--- src/rtl/multi_cycle_pkg.sv ---
// Shared definitions for the multicycle MIPS controller: FSM states,
// opcodes, funct codes, ALUOp codes and ALU control codes.
package multi_cycle_pkg;

  typedef enum logic [3:0] {
    S_FETCH   = 4'd0,
    S_DECODE  = 4'd1,
    S_MEMADR  = 4'd2,
    S_MEMRD   = 4'd3,
    S_MEMWB   = 4'd4,
    S_MEMWR   = 4'd5,
    S_EXECUTE = 4'd6,
    S_ALUWB   = 4'd7,
    S_BEQEX   = 4'd8,
    S_ADDIEX  = 4'd9,
    S_ADDIWB  = 4'd10,
    S_JEX     = 4'd11
  } state_t;

  // Instruction opcodes
  localparam logic [5:0] OP_RTYPE = 6'b000000;
  localparam logic [5:0] OP_LW    = 6'b100011;
  localparam logic [5:0] OP_SW    = 6'b101011;
  localparam logic [5:0] OP_BEQ   = 6'b000100;
  localparam logic [5:0] OP_ADDI  = 6'b001000;
  localparam logic [5:0] OP_J     = 6'b000010;

  // R-type funct codes
  localparam logic [5:0] FN_ADD = 6'b100000;
  localparam logic [5:0] FN_SUB = 6'b100010;
  localparam logic [5:0] FN_AND = 6'b100100;
  localparam logic [5:0] FN_OR  = 6'b100101;
  localparam logic [5:0] FN_SLT = 6'b101010;

  // ALUOp codes between controller and ALU decoder
  localparam logic [1:0] ALUOP_ADD   = 2'b00;
  localparam logic [1:0] ALUOP_SUB   = 2'b01;
  localparam logic [1:0] ALUOP_FUNCT = 2'b10;

  // ALU control codes
  localparam logic [2:0] ALU_AND = 3'b000;
  localparam logic [2:0] ALU_OR  = 3'b001;
  localparam logic [2:0] ALU_ADD = 3'b010;
  localparam logic [2:0] ALU_SUB = 3'b110;
  localparam logic [2:0] ALU_SLT = 3'b111;

  // True for every opcode the controller knows how to sequence
  function automatic logic op_supported(input logic [5:0] op);
    return (op == OP_RTYPE) || (op == OP_LW) || (op == OP_SW) ||
           (op == OP_BEQ) || (op == OP_ADDI) || (op == OP_J);
  endfunction

endpackage

--- src/rtl/AluDecoder.sv ---
// ALU decoder: maps ALUOp plus the funct field to the 3-bit ALU control.
module AluDecoder
  import multi_cycle_pkg::*;
(
  input  logic [5:0] funct,
  input  logic [1:0] aluOp,
  output logic [2:0] aluControl
);

  // Fixed add/sub for memory and branch ops, funct decode for R-type
  always_comb begin
    aluControl = ALU_ADD;
    case (aluOp)
      ALUOP_ADD: aluControl = ALU_ADD;
      ALUOP_SUB: aluControl = ALU_SUB;
      ALUOP_FUNCT: begin
        case (funct)
          FN_ADD:  aluControl = ALU_ADD;
          FN_SUB:  aluControl = ALU_SUB;
          FN_AND:  aluControl = ALU_AND;
          FN_OR:   aluControl = ALU_OR;
          FN_SLT:  aluControl = ALU_SLT;
          default: aluControl = ALU_ADD;
        endcase
      end
      default: aluControl = ALU_ADD;
    endcase
  end

endmodule

--- src/rtl/multi_cycle_control.sv ---
// Multicycle MIPS controller: Moore FSM sequencing the shared datapath,
// with memory-ready handshaking in FETCH, MEMRD and MEMWR.
module multi_cycle_control
  import multi_cycle_pkg::*;
(
  input  logic       clk,
  input  logic       reset,
  input  logic [5:0] Op,
  input  logic [5:0] funct,
  input  logic       zero,
  input  logic       memReady,
  output logic       memRead,
  output logic       memWrite,
  output logic       iorD,
  output logic       irWrite,
  output logic       pcEn,
  output logic [1:0] pcSource,
  output logic       aluSrcA,
  output logic [1:0] aluSrcB,
  output logic [2:0] aluControl,
  output logic       regWrite,
  output logic       regDst,
  output logic       memToReg,
  output logic       badOp
);

  state_t     state_reg;
  state_t     state_next;
  logic [1:0] alu_op;
  logic       pc_write;
  logic       branch;
  logic       mem_read_raw;
  logic       mem_write_raw;
  logic       ir_write_raw;
  logic       reg_write_raw;
  logic       bad_op_raw;

  // State register; reset drops straight back to FETCH
  always_ff @(posedge clk or posedge reset) begin
    if (reset) begin
      state_reg <= S_FETCH;
    end else begin
      state_reg <= state_next;
    end
  end

  // Next-state logic; memReady only matters in the three memory states
  always_comb begin
    state_next = S_FETCH;
    case (state_reg)
      S_FETCH:   state_next = memReady ? S_DECODE : S_FETCH;
      S_DECODE: begin
        case (Op)
          OP_LW, OP_SW: state_next = S_MEMADR;
          OP_RTYPE:     state_next = S_EXECUTE;
          OP_BEQ:       state_next = S_BEQEX;
          OP_ADDI:      state_next = S_ADDIEX;
          OP_J:         state_next = S_JEX;
          default:      state_next = S_FETCH;
        endcase
      end
      S_MEMADR: begin
        if (Op == OP_LW)      state_next = S_MEMRD;
        else if (Op == OP_SW) state_next = S_MEMWR;
        else                  state_next = S_FETCH;
      end
      S_MEMRD:   state_next = memReady ? S_MEMWB : S_MEMRD;
      S_MEMWB:   state_next = S_FETCH;
      S_MEMWR:   state_next = memReady ? S_FETCH : S_MEMWR;
      S_EXECUTE: state_next = S_ALUWB;
      S_ALUWB:   state_next = S_FETCH;
      S_BEQEX:   state_next = S_FETCH;
      S_ADDIEX:  state_next = S_ADDIWB;
      S_ADDIWB:  state_next = S_FETCH;
      S_JEX:     state_next = S_FETCH;
      default:   state_next = S_FETCH;
    endcase
  end

  // Output decode; anything not set for a state stays 0
  always_comb begin
    mem_read_raw  = 1'b0;
    mem_write_raw = 1'b0;
    ir_write_raw  = 1'b0;
    reg_write_raw = 1'b0;
    bad_op_raw    = 1'b0;
    pc_write      = 1'b0;
    branch        = 1'b0;
    iorD          = 1'b0;
    pcSource      = 2'b00;
    aluSrcA       = 1'b0;
    aluSrcB       = 2'b00;
    alu_op        = ALUOP_ADD;
    regDst        = 1'b0;
    memToReg      = 1'b0;
    case (state_reg)
      S_FETCH: begin
        mem_read_raw = 1'b1;
        aluSrcB      = 2'b01;
        ir_write_raw = memReady;
        pc_write     = memReady;
      end
      S_DECODE: begin
        aluSrcB    = 2'b11;
        bad_op_raw = !op_supported(Op);
      end
      S_MEMADR: begin
        aluSrcA = 1'b1;
        aluSrcB = 2'b10;
      end
      S_MEMRD: begin
        mem_read_raw = 1'b1;
        iorD         = 1'b1;
      end
      S_MEMWB: begin
        reg_write_raw = 1'b1;
        memToReg      = 1'b1;
      end
      S_MEMWR: begin
        mem_write_raw = 1'b1;
        iorD          = 1'b1;
      end
      S_EXECUTE: begin
        aluSrcA = 1'b1;
        alu_op  = ALUOP_FUNCT;
      end
      S_ALUWB: begin
        reg_write_raw = 1'b1;
        regDst        = 1'b1;
      end
      S_BEQEX: begin
        aluSrcA  = 1'b1;
        alu_op   = ALUOP_SUB;
        branch   = 1'b1;
        pcSource = 2'b01;
      end
      S_ADDIEX: begin
        aluSrcA = 1'b1;
        aluSrcB = 2'b10;
      end
      S_ADDIWB: begin
        reg_write_raw = 1'b1;
      end
      S_JEX: begin
        pc_write = 1'b1;
        pcSource = 2'b10;
      end
      default: begin
        aluSrcB = 2'b01;
      end
    endcase
  end

  // Enables and requests are masked while reset is held so an aborted
  // instruction can never complete a write during reset
  assign memRead  = mem_read_raw  & ~reset;
  assign memWrite = mem_write_raw & ~reset;
  assign irWrite  = ir_write_raw  & ~reset;
  assign regWrite = reg_write_raw & ~reset;
  assign badOp    = bad_op_raw    & ~reset;
  assign pcEn     = (pc_write | (branch & zero)) & ~reset;

  AluDecoder u_alu_decoder (
    .funct      (funct),
    .aluOp      (alu_op),
    .aluControl (aluControl)
  );

endmodule

--- config.mk ---
export PLATFORM = sky130hd
export DESIGN_NAME = multi_cycle_control
export DESIGN_NICKNAME = d
export VERILOG_FILES = /design/src/rtl/multi_cycle_pkg.sv /design/src/rtl/AluDecoder.sv /design/src/rtl/multi_cycle_control.sv
export SDC_FILE = /design/constraint.sdc
export NUM_CORES = 1
export LEC_CHECK = 0
export BUFFER_PORTS_ARGS = -buffer_cell sky130_fd_sc_hd__buf_2
export CELL_PAD_IN_SITES_DETAIL_PLACEMENT = 1
export CELL_PAD_IN_SITES_GLOBAL_PLACEMENT = 1
export CORE_ASPECT_RATIO = 1.1
export CORE_UTILIZATION = 29
export CTS_CLUSTER_DIAMETER = 80
export CTS_CLUSTER_SIZE = 10
export DETAILED_ROUTE_END_ITERATION = 10
export PLACE_DENSITY = 0.74
export SLEW_MARGIN = 40
export SYNTH_ARGS = -nofsm -noshare
export SYNTH_HDL_FRONTEND = slang
export SYNTH_SLANG_ARGS = --single-unit
--- constraint.sdc ---
create_clock -name clk -period 2.2 [get_ports clk]
set_clock_uncertainty 0.1 [all_clocks]
set_input_delay 0.22 -clock clk [delete_from_list [all_inputs] [get_ports clk]]
set_output_delay 0.22 -clock clk [all_outputs]
set_load 0.01 [all_outputs]
==> impl_metrics.toml, run 1 <==
[drt]
remaining_drc_errors = 0
viasPerCell = 5.19
drtPass1Iterations = 3
dr.first_iter.drc_count = 1
wl_per_cell_microns = 13.1
final_antenna_net_count = 0
highest_layer = "met4"
dr_wl_met3_microns = 112
num_vias = 794
dr_wl_met2_mm = 1.06
wl_met1_microns = 812
drt-total-wl_mm = 2.00

[clock_network]
cts_made_buffers = 3
cts_root_buf = "clkbuf_4"
clkLatencyLatePin_ns = 0.24
clkSinkCount = 4
cts_buffer_depth = 2
path_clk_slew_ns = 0.04
cts_tree = "yes"
h-tree-depth = 1

[global_route]
grt_overflow = 0
grt_pass1_vias = 769
grt_pass1_wl_mm = 3.15
grt_max_degree = 13
antenna_found_initial = 0
grt_usage = 0.186

[logic_synthesis]
syn_nets = 106
yosysTopAreaCellShare = 0.161
synth_edf_count = 0
yosysWarningCount = 0
synthTopCellsByArea = "dfrtp_1 16%, nor3_1 8.0%, nand2b_1 6.0%, nor2_1 6.0%, a21oi_1 4.8%"
syn_inst = 88
avgSynthCellArea_sq_um = 7.07
syn-cell-area_sq_um = 622
synth-seq-cells = 4
synthDistinctLibCells = 35
yosys.area.top_type = "dfrtp_1"
yosysSeqAreaShare = 0.161
postSynth.asyncResetShare = 1.00
ys.flop_type = "dfrtp_1"

[power]
cellPowerDensity_mw_per_mm2 = 335
p_leak_nw = 0.418
ir_worst_vdd_mv = 0.184

[floorplan]
ioPinCount = 33
dieWidth_microns = 46.2
core_sq_mm = 0.00202
chipHeight_microns = 50.6
die_area_sq_mm = 0.00233
row_count = 17
initial_core_util = 0.308

[cells_and_area]
insertedDiodeCount = 0
largest_reg_flops = 4
final_nets = 145
area_delta_synth_final_pct = 44.9
final_area_sq_um = 901
drive_gt1_frac = 0.408

[run]
cap_viol_max_count = 0

[timing]
finalHoldViolations = 0
rsz0062_at_grt = "no"
slew_viol_final = 0
min_period_over_period = 0.953
worstMarginPinSlew_ns = 0.277
setup_viol = 0
min_period_ns = 2.10
slew_headroom = 0.815
tns_ns = 0
max_freq_mhz = 477

[worst_setup_path]
cp_data_required_time_ns = 1.88
slowest_delay_ns = 0.43
cp_top_family = "flip-flops"
path_cells = "nand2b_4 -> nor3_4 -> inv_1 -> ha_4 -> a211o_1 -> buf_2"
critical_path_arrival_ns = 1.78
path_class = "reg -> out"
worstPathMaxFanout = 5
worstPathBufferInverterCount = 2
critical-path-slowest-cell = "dfrtp_2"
end_kind = "primary output"
start_kind = "register"

[place]
numPortBuffers = 32
dpl.hpwl_mm = 1.56
place_area_sq_um = 805
gp_congestion = 0.816

[run_status]
outcome = "finished clean"

[hold_path]
hold_path_class = "in -> reg"
[worst paths after layout]
check / startpoint / end / slack [ns] / cells after the start
max: state_reg[2] / aluControl[1] / 0.10 / 6
min: Op[4] / state_reg[1] / 0.27 / 4
max reg2reg: state_reg[0] / state_reg[1] / 0.46 / 5
min reg2reg: state_reg[2] / state_reg[3] / 0.58 / 2
max in group asynchronous: reset / state_reg[2] / 1.46 / 3
min in group asynchronous: reset / state_reg[1] / 0.36 / 3
[kinds of logic (layout without fill, tap and decap cells)]
group | Yosys count | count (layout) | share of synthesized area
simple gates | 46 | 46 | 0.411
flops | 4 | 4 | 0.161
buf+inv | 11 | 48 | 0.0986
fa+ha+maj | 2 | 2 | 0.0402
xor+xnor | 3 | 3 | 0.0423
mux | 1 | 1 | 0.0161
compound gates | 21 | 21 | 0.231
[cell type report]
class                      count  area, sq um
fill                         281         1120
timing repair buffer          40          223
clock buffer                   3         22.5
tap                           28         35.0
inverter                       5         18.8
sequential                     4          103
multi-input combinational     73          499
[Yosys cell counts, drive strengths merged, types with 2 or more instances]
library cell / n
ha: 2
dfrtp: 4
nor2b: 3
buf: 6
or4: 2
inv: 5
xnor2: 2
nor2: 10
o21ai: 4
nor3: 10
a21oi: 6
nand2b: 6
and4: 2
nand3: 4
nand2: 2
and3: 4
[power breakdown]
group	leakage (nW)	switching [mW]	internal, mW	total, mW
clock	0.0138	0.0324	0.0612	0.0936
combinational	0.354	0.0670	0.0550	0.122
sequential	0.0509	0.00822	0.0780	0.0863
[layout by cell type, fill, tap and decap left out, types with 2 or more instances in the layout]
cell / Yosys / final
buf_2: 4 / 32
nor2_1: 10 / 10
nor3_1: 10 / 9
buf_4: 0 / 7
a21oi_1: 6 / 6
inv_1: 5 / 5
nand2b_1: 6 / 4
o21ai_0: 4 / 4
nand3_1: 4 / 4
nor2b_1: 3 / 3
and3_1: 3 / 3
clkbuf_4: 0 / 3
nand2b_4: 0 / 2
nand2_1: 2 / 2
xnor2_1: 2 / 2
and4_1: 2 / 2
dfrtp_1: 4 / 2
dfrtp_2: 0 / 2
[worst reg2reg max path, stage by stage, from the launching register on]
cell and delay (ns):
dfrtp_1 0.46, buf_4 0.20, or4_1 0.51, o22ai_1 0.13, nand3_1 0.14, o2111ai_1 0.12
[per-stage QoR]
step           total power [mW]  cells  utilization  setup slack, ns  hold WS (ns)
5_1_grt                   0.320    153        0.446           0.0220         0.344
2_1_floorplan             0.155     88            -            0.111        -0.109
3_5_place_dp              0.201    146        0.398            0.158        0.0618
4_1_cts                   0.300    150        0.421          0.00638         0.274
6_report                  0.302    153        0.446            0.103         0.273
3_3_place_gp              0.196    146        0.398            0.246        0.0633
[repair_timing]
action | 4_1_cts | 5_1_grt
hold endpoints to repair | 4 | 0
gates resized for setup | 3 | 5
setup buffers | 0 | 3
hold buffers | 1 | 0
endpoints found under the setup margin | 2 | 2
pin swaps | 0 | 1
[per-layer routing]
layer  track usage  vias up
li1              -      396
met1         0.188      368
met2         0.343       28
met3        0.0252        2
met4         0.103        0
met5             0        -
Note: power is estimated with default switching activity, not from simulation.
==> run 2, diff against run 1 <==
Settings changed: CORE_UTILIZATION 29 to 31, CTS_BUF_LIST set to sky130_fd_sc_hd__clkbuf_8, PLACE_DENSITY 0.74 to 0.79.
==> run 2 against run 1 <==
  * Core utilization up 3.6 points
  * Combinational power hardly changed
  * Largest power group is now the clock network
  * Via count fell by 0.50%
  * Design area down 1.5%
  * Sequential share of layout area barely moved
  * Critical endpoint unchanged
  * Largest cell class unchanged
  * Critical path depth is the same
  * Highest routed layer is now met3
  * Register-to-register slack about the same
  * Routed wire length increased by 2.6%
==> impl_metrics.toml, run 2 (same netlist as run 1, synthesis figures left out) <==
[floorplan]
row_count = 16
chipHeight_microns = 49.0
die_area_sq_mm = 0.00219
core_sq_mm = 0.00184
ioPinCount = 33
initial_core_util = 0.338
dieWidth_microns = 44.7

[drt]
drtPass1Iterations = 4
dr.first_iter.drc_count = 3
drt-total-wl_mm = 2.06
num_vias = 790
wl_per_cell_microns = 13.6
viasPerCell = 5.23
remaining_drc_errors = 0
final_antenna_net_count = 0

[worst_setup_path]
path_class = "reg -> out"
end_kind = "primary output"
worstPathMaxFanout = 5
start_kind = "register"
rrSetupSlack_ns = 0.46
critical_path_arrival_ns = 1.77
cp_data_required_time_ns = 1.88

[cells_and_area]
final_core_util = 0.482
area_delta_synth_final_pct = 42.7
final_area_sq_um = 887
final_cell_mix = "32 x buf_2, 10 x nor2_1, 9 x nor3_1"
insertedDiodeCount = 0
stdcell_count = 151
largest_reg_flops = 4
layout_commonest_cell = "buf_2"
final_nets = 144
drive_gt1_frac = 0.387

[timing]
max_freq_mhz = 477
finalHoldViolations = 0
rsz0062_at_grt = "no"
slew_viol_final = 0
min_period_over_period = 0.952
setup_viol = 0
slew_headroom = 0.809
min_period_ns = 2.09
worstMarginPinSlew_ns = 0.287
tns_ns = 0

[power]
p_leak_nw = 0.418
cellPowerDensity_mw_per_mm2 = 402
total_power_uw = 357
ir_worst_vdd_mv = 0.297

[global_route]
grt_max_degree = 12
antenna_found_initial = 0
grt_overflow = 0
grt_pass1_vias = 793
grt_pass1_wl_mm = 3.39
grt_usage = 0.200

[clock_network]
cts_buffer_depth = 2
cts_root_buf = "clkbuf_8"
clkLatencyLatePin_ns = 0.21
path_clk_slew_ns = 0.03
cts_tree = "yes"
cts_made_buffers = 3
h-tree-depth = 1
clkSinkCount = 4

[place]
gp_congestion = 0.815
numPortBuffers = 32
place_area_sq_um = 811
dpl.hpwl_mm = 1.59
dp_cells = 146

[run]
cap_viol_max_count = 0

[run_status]
outcome = "finished clean"

[hold_path]
hold_path_class = "in -> reg"
run 2: cell type report:
cell class	count	area, sq um
Inverter	5	18.8
Clock buffer	3	41.3
Sequential cell	4	101
Timing Repair Buffer	39	215
Multi-Input combinational cell	73	477
Fill cell	263	955
Tap cell	27	33.8
run 2: worst paths after layout:
check / start / to / cells after the start
worst max-delay path: state_reg[2] / aluControl[1] / 6
worst min-delay path: memReady / state_reg[2] / 4
worst max register to register: state_reg[0] / state_reg[0] / 5
worst min register to register: state_reg[2] / state_reg[3] / 2
max in group asynchronous: reset / state_reg[3] / 3
min in group asynchronous: reset / state_reg[0] / 3
run 2: per-stage QoR:
| stage | worst slack [ns] | hold WS (ns) |
|---|---|---|
| after floorplan | 0.111 | -0.109 |
| after global placement | 0.227 | 0.0649 |
| after detailed placement | 0.164 | 0.0728 |
| after CTS | 0.0214 | 0.329 |
| after global routing | 0.0165 | 0.353 |
| final | 0.105 | 0.332 |
run 2: timing repair:
item	4_1_cts	5_1_grt
buffers inserted	0	1
setup endpoints to repair	2	2
hold buffers	1	0
endpoints found under the hold margin	4	0
resized for setup	1	4
run 2: metal layers:
metal  part of all wire  up-vias  GRT usage  wire (microns)
met2               0.54       25      0.355            1100
met5                  0        -          0               0
li1                   -      390          -               -
met3              0.032        0     0.0222              66
met4                  0        0     0.0505               0
met1               0.43      375      0.248             886
run 2: power by group:
part,total [mW],switching [mW],internal (mW),leakage [nW]
clock network,0.149,0.0329,0.116,0.0216
registers,0.0855,0.00730,0.0782,0.0526
logic,0.122,0.0692,0.0530,0.344
run 2: critical path, cell delays in order, from the launching register on:
cell,delay (ns)
dfrtp_1,0.40
nand2b_2,0.24
nor3_4,0.14
inv_1,0.06
ha_1,0.32
a211o_1,0.27
buf_2,0.13
==> run 3, diff against run 2 <==
Clock period 2.2 ns to 2.35 ns, I/O delays scaled along.
==> run 3 against run 2 <==
  * Sequential power fell by 2%
  * Clock power fell by 6%
  * Non-clock buffer count fell by 3
  * Global-route usage fell by 1.3 points
  * Combinational power fell by 17%
  * Core utilization fell by 2.1 points
  * Largest cell class unchanged
==> impl_metrics.toml, run 3 (same netlist as run 1, synthesis figures left out) <==
[power]
power.switching_uw = 97.8
netSwitchingFraction = 0.301
p_int_uw = 227
combPwrFrac = 0.311
p_leak_nw = 0.402
ir_worst_vdd_mv = 0.230
clock_power_share = 0.431
seq_power_share = 0.258
cellPowerDensity_mw_per_mm2 = 383

[floorplan]
ioPinCount = 33
die_area_sq_mm = 0.00219
chipHeight_microns = 49.0
dieWidth_microns = 44.7
core_sq_mm = 0.00184
row_count = 16
initial_core_util = 0.338

[drt]
remaining_drc_errors = 0
viasPerCell = 5.14
drtPass1Iterations = 4
final_antenna_net_count = 0
drt-total-wl_mm = 1.89
num_vias = 760
wl_per_cell_microns = 12.7
dr.first_iter.drc_count = 6

[global_route]
grt_overflow = 0
grt_pass1_vias = 736
grt_pass1_wl_mm = 3.16
grt_max_degree = 13
grt_usage = 0.187
antenna_found_initial = 0

[run_status]
outcome = "finished clean"

[worst_setup_path]
cp_top_family = "simple AND/OR/NAND/NOR gates"
path_cells = "nand2b_1 -> nor3_1 -> inv_1 -> ha_1 -> a211o_1 -> buf_2"
critical_path_arrival_ns = 1.91
start_kind = "register"
critical-path-slowest-cell = "dfrtp_1"
worstPathMaxFanout = 7
path_class = "reg -> out"
slowest_delay_ns = 0.43
cp_data_required_time_ns = 2.02
worstPathBufferInverterCount = 2
end_kind = "primary output"

[timing]
tns_ns = 0
worstMarginPinSlew_ns = 0.379
min_period_over_period = 0.954
slew_viol_final = 0
max_freq_mhz = 446
finalHoldViolations = 0
slew_headroom = 0.747
setup_viol = 0
rsz0062_at_grt = "no"
min_period_ns = 2.24

[place]
gp_congestion = 0.824
numPortBuffers = 32
dpl.hpwl_mm = 1.61

[cells_and_area]
largest_reg_flops = 4
drive_gt1_frac = 0.347
final_cell_mix = "32 x buf_2, 10 x nor3_1, 10 x nor2_1"
insertedDiodeCount = 0
area_delta_synth_final_pct = 36.4
layout_commonest_cell = "buf_2"
final_core_util = 0.461
final_nets = 141

[clock_network]
cts_made_buffers = 3
h-tree-depth = 1
cts_buffer_depth = 2
clkSinkCount = 4
path_clk_slew_ns = 0.03
clkLatencyLatePin_ns = 0.21
cts_root_buf = "clkbuf_8"
cts_tree = "yes"

[run]
cap_viol_max_count = 0

[hold_path]
hold_path_class = "in -> reg"
run 3: worst paths after layout:
check / startpoint / endpoint / cells after the start / slack (ns)
max: state_reg[2] / aluControl[1] / 6 / 0.11
min: memReady / state_reg[2] / 4 / 0.35
max reg2reg: state_reg[0] / state_reg[0] / 4 / 0.71
min reg2reg: state_reg[2] / state_reg[3] / 1 / 0.47
max in group asynchronous: reset / state_reg[3] / 3 / 1.56
min in group asynchronous: reset / state_reg[2] / 3 / 0.41
run 3: per-stage QoR:
| stage | cells | setup WS (ns) | hold WS [ns] | cell area (sq um) | power, mW |
|---|---|---|---|---|---|
| 2_1_floorplan | 88 | 0.246 | -0.0936 | 622 | 0.145 |
| 3_3_place_gp | 144 | 0.355 | 0.0839 | 796 | 0.182 |
| 3_5_place_dp | 144 | 0.291 | 0.0818 | 796 | 0.185 |
| 4_1_cts | 148 | 0.0619 | 0.349 | 847 | 0.330 |
| 5_1_grt | 148 | 0.00918 | 0.372 | 848 | 0.347 |
| 6_report | 148 | 0.108 | 0.352 | 848 | 0.325 |
run 3: per-layer routing:
layer,share of wire,GRT usage,up-vias,wire length [microns]
li1,-,-,385,-
met1,0.43,0.227,348,810
met2,0.52,0.328,27,971
met3,0.055,0.0333,0,104
met4,0,0.0455,0,0
met5,0,0,-,0
run 3: power by group through the flow:
stage               logic (mW)  registers (mW)  clock network [mW]
floorplan               0.0689          0.0757                   0
global placement        0.0977          0.0841                   0
detailed placement       0.100          0.0847                   0
CTS                      0.102          0.0840               0.144
global route             0.113          0.0849               0.149
finish                   0.101          0.0838               0.140
run 3: timing repair:
action,CTS,global route
buffers inserted,0,0
hold buffers,1,0
endpoints found under the hold margin,4,0
endpoints found under the setup margin,0,2
gates resized for setup,0,1
run 3: layout make-up:
type / count / area [sq um]
Timing Repair Buffer: 36 / 193
Sequential cell: 4 / 101
Fill cell: 251 / 993
Clock buffer: 3 / 41.3
Multi-Input combinational cell: 73 / 460
Tap cell: 27 / 33.8
Inverter: 5 / 18.8
run 3: worst register-to-register path, stage by stage (launching register included):
cell,delay [ns]
dfrtp_1,0.56
nand2b_1,0.25
o31a_1,0.29
nor3_1,0.21
nand3b_1,0.15
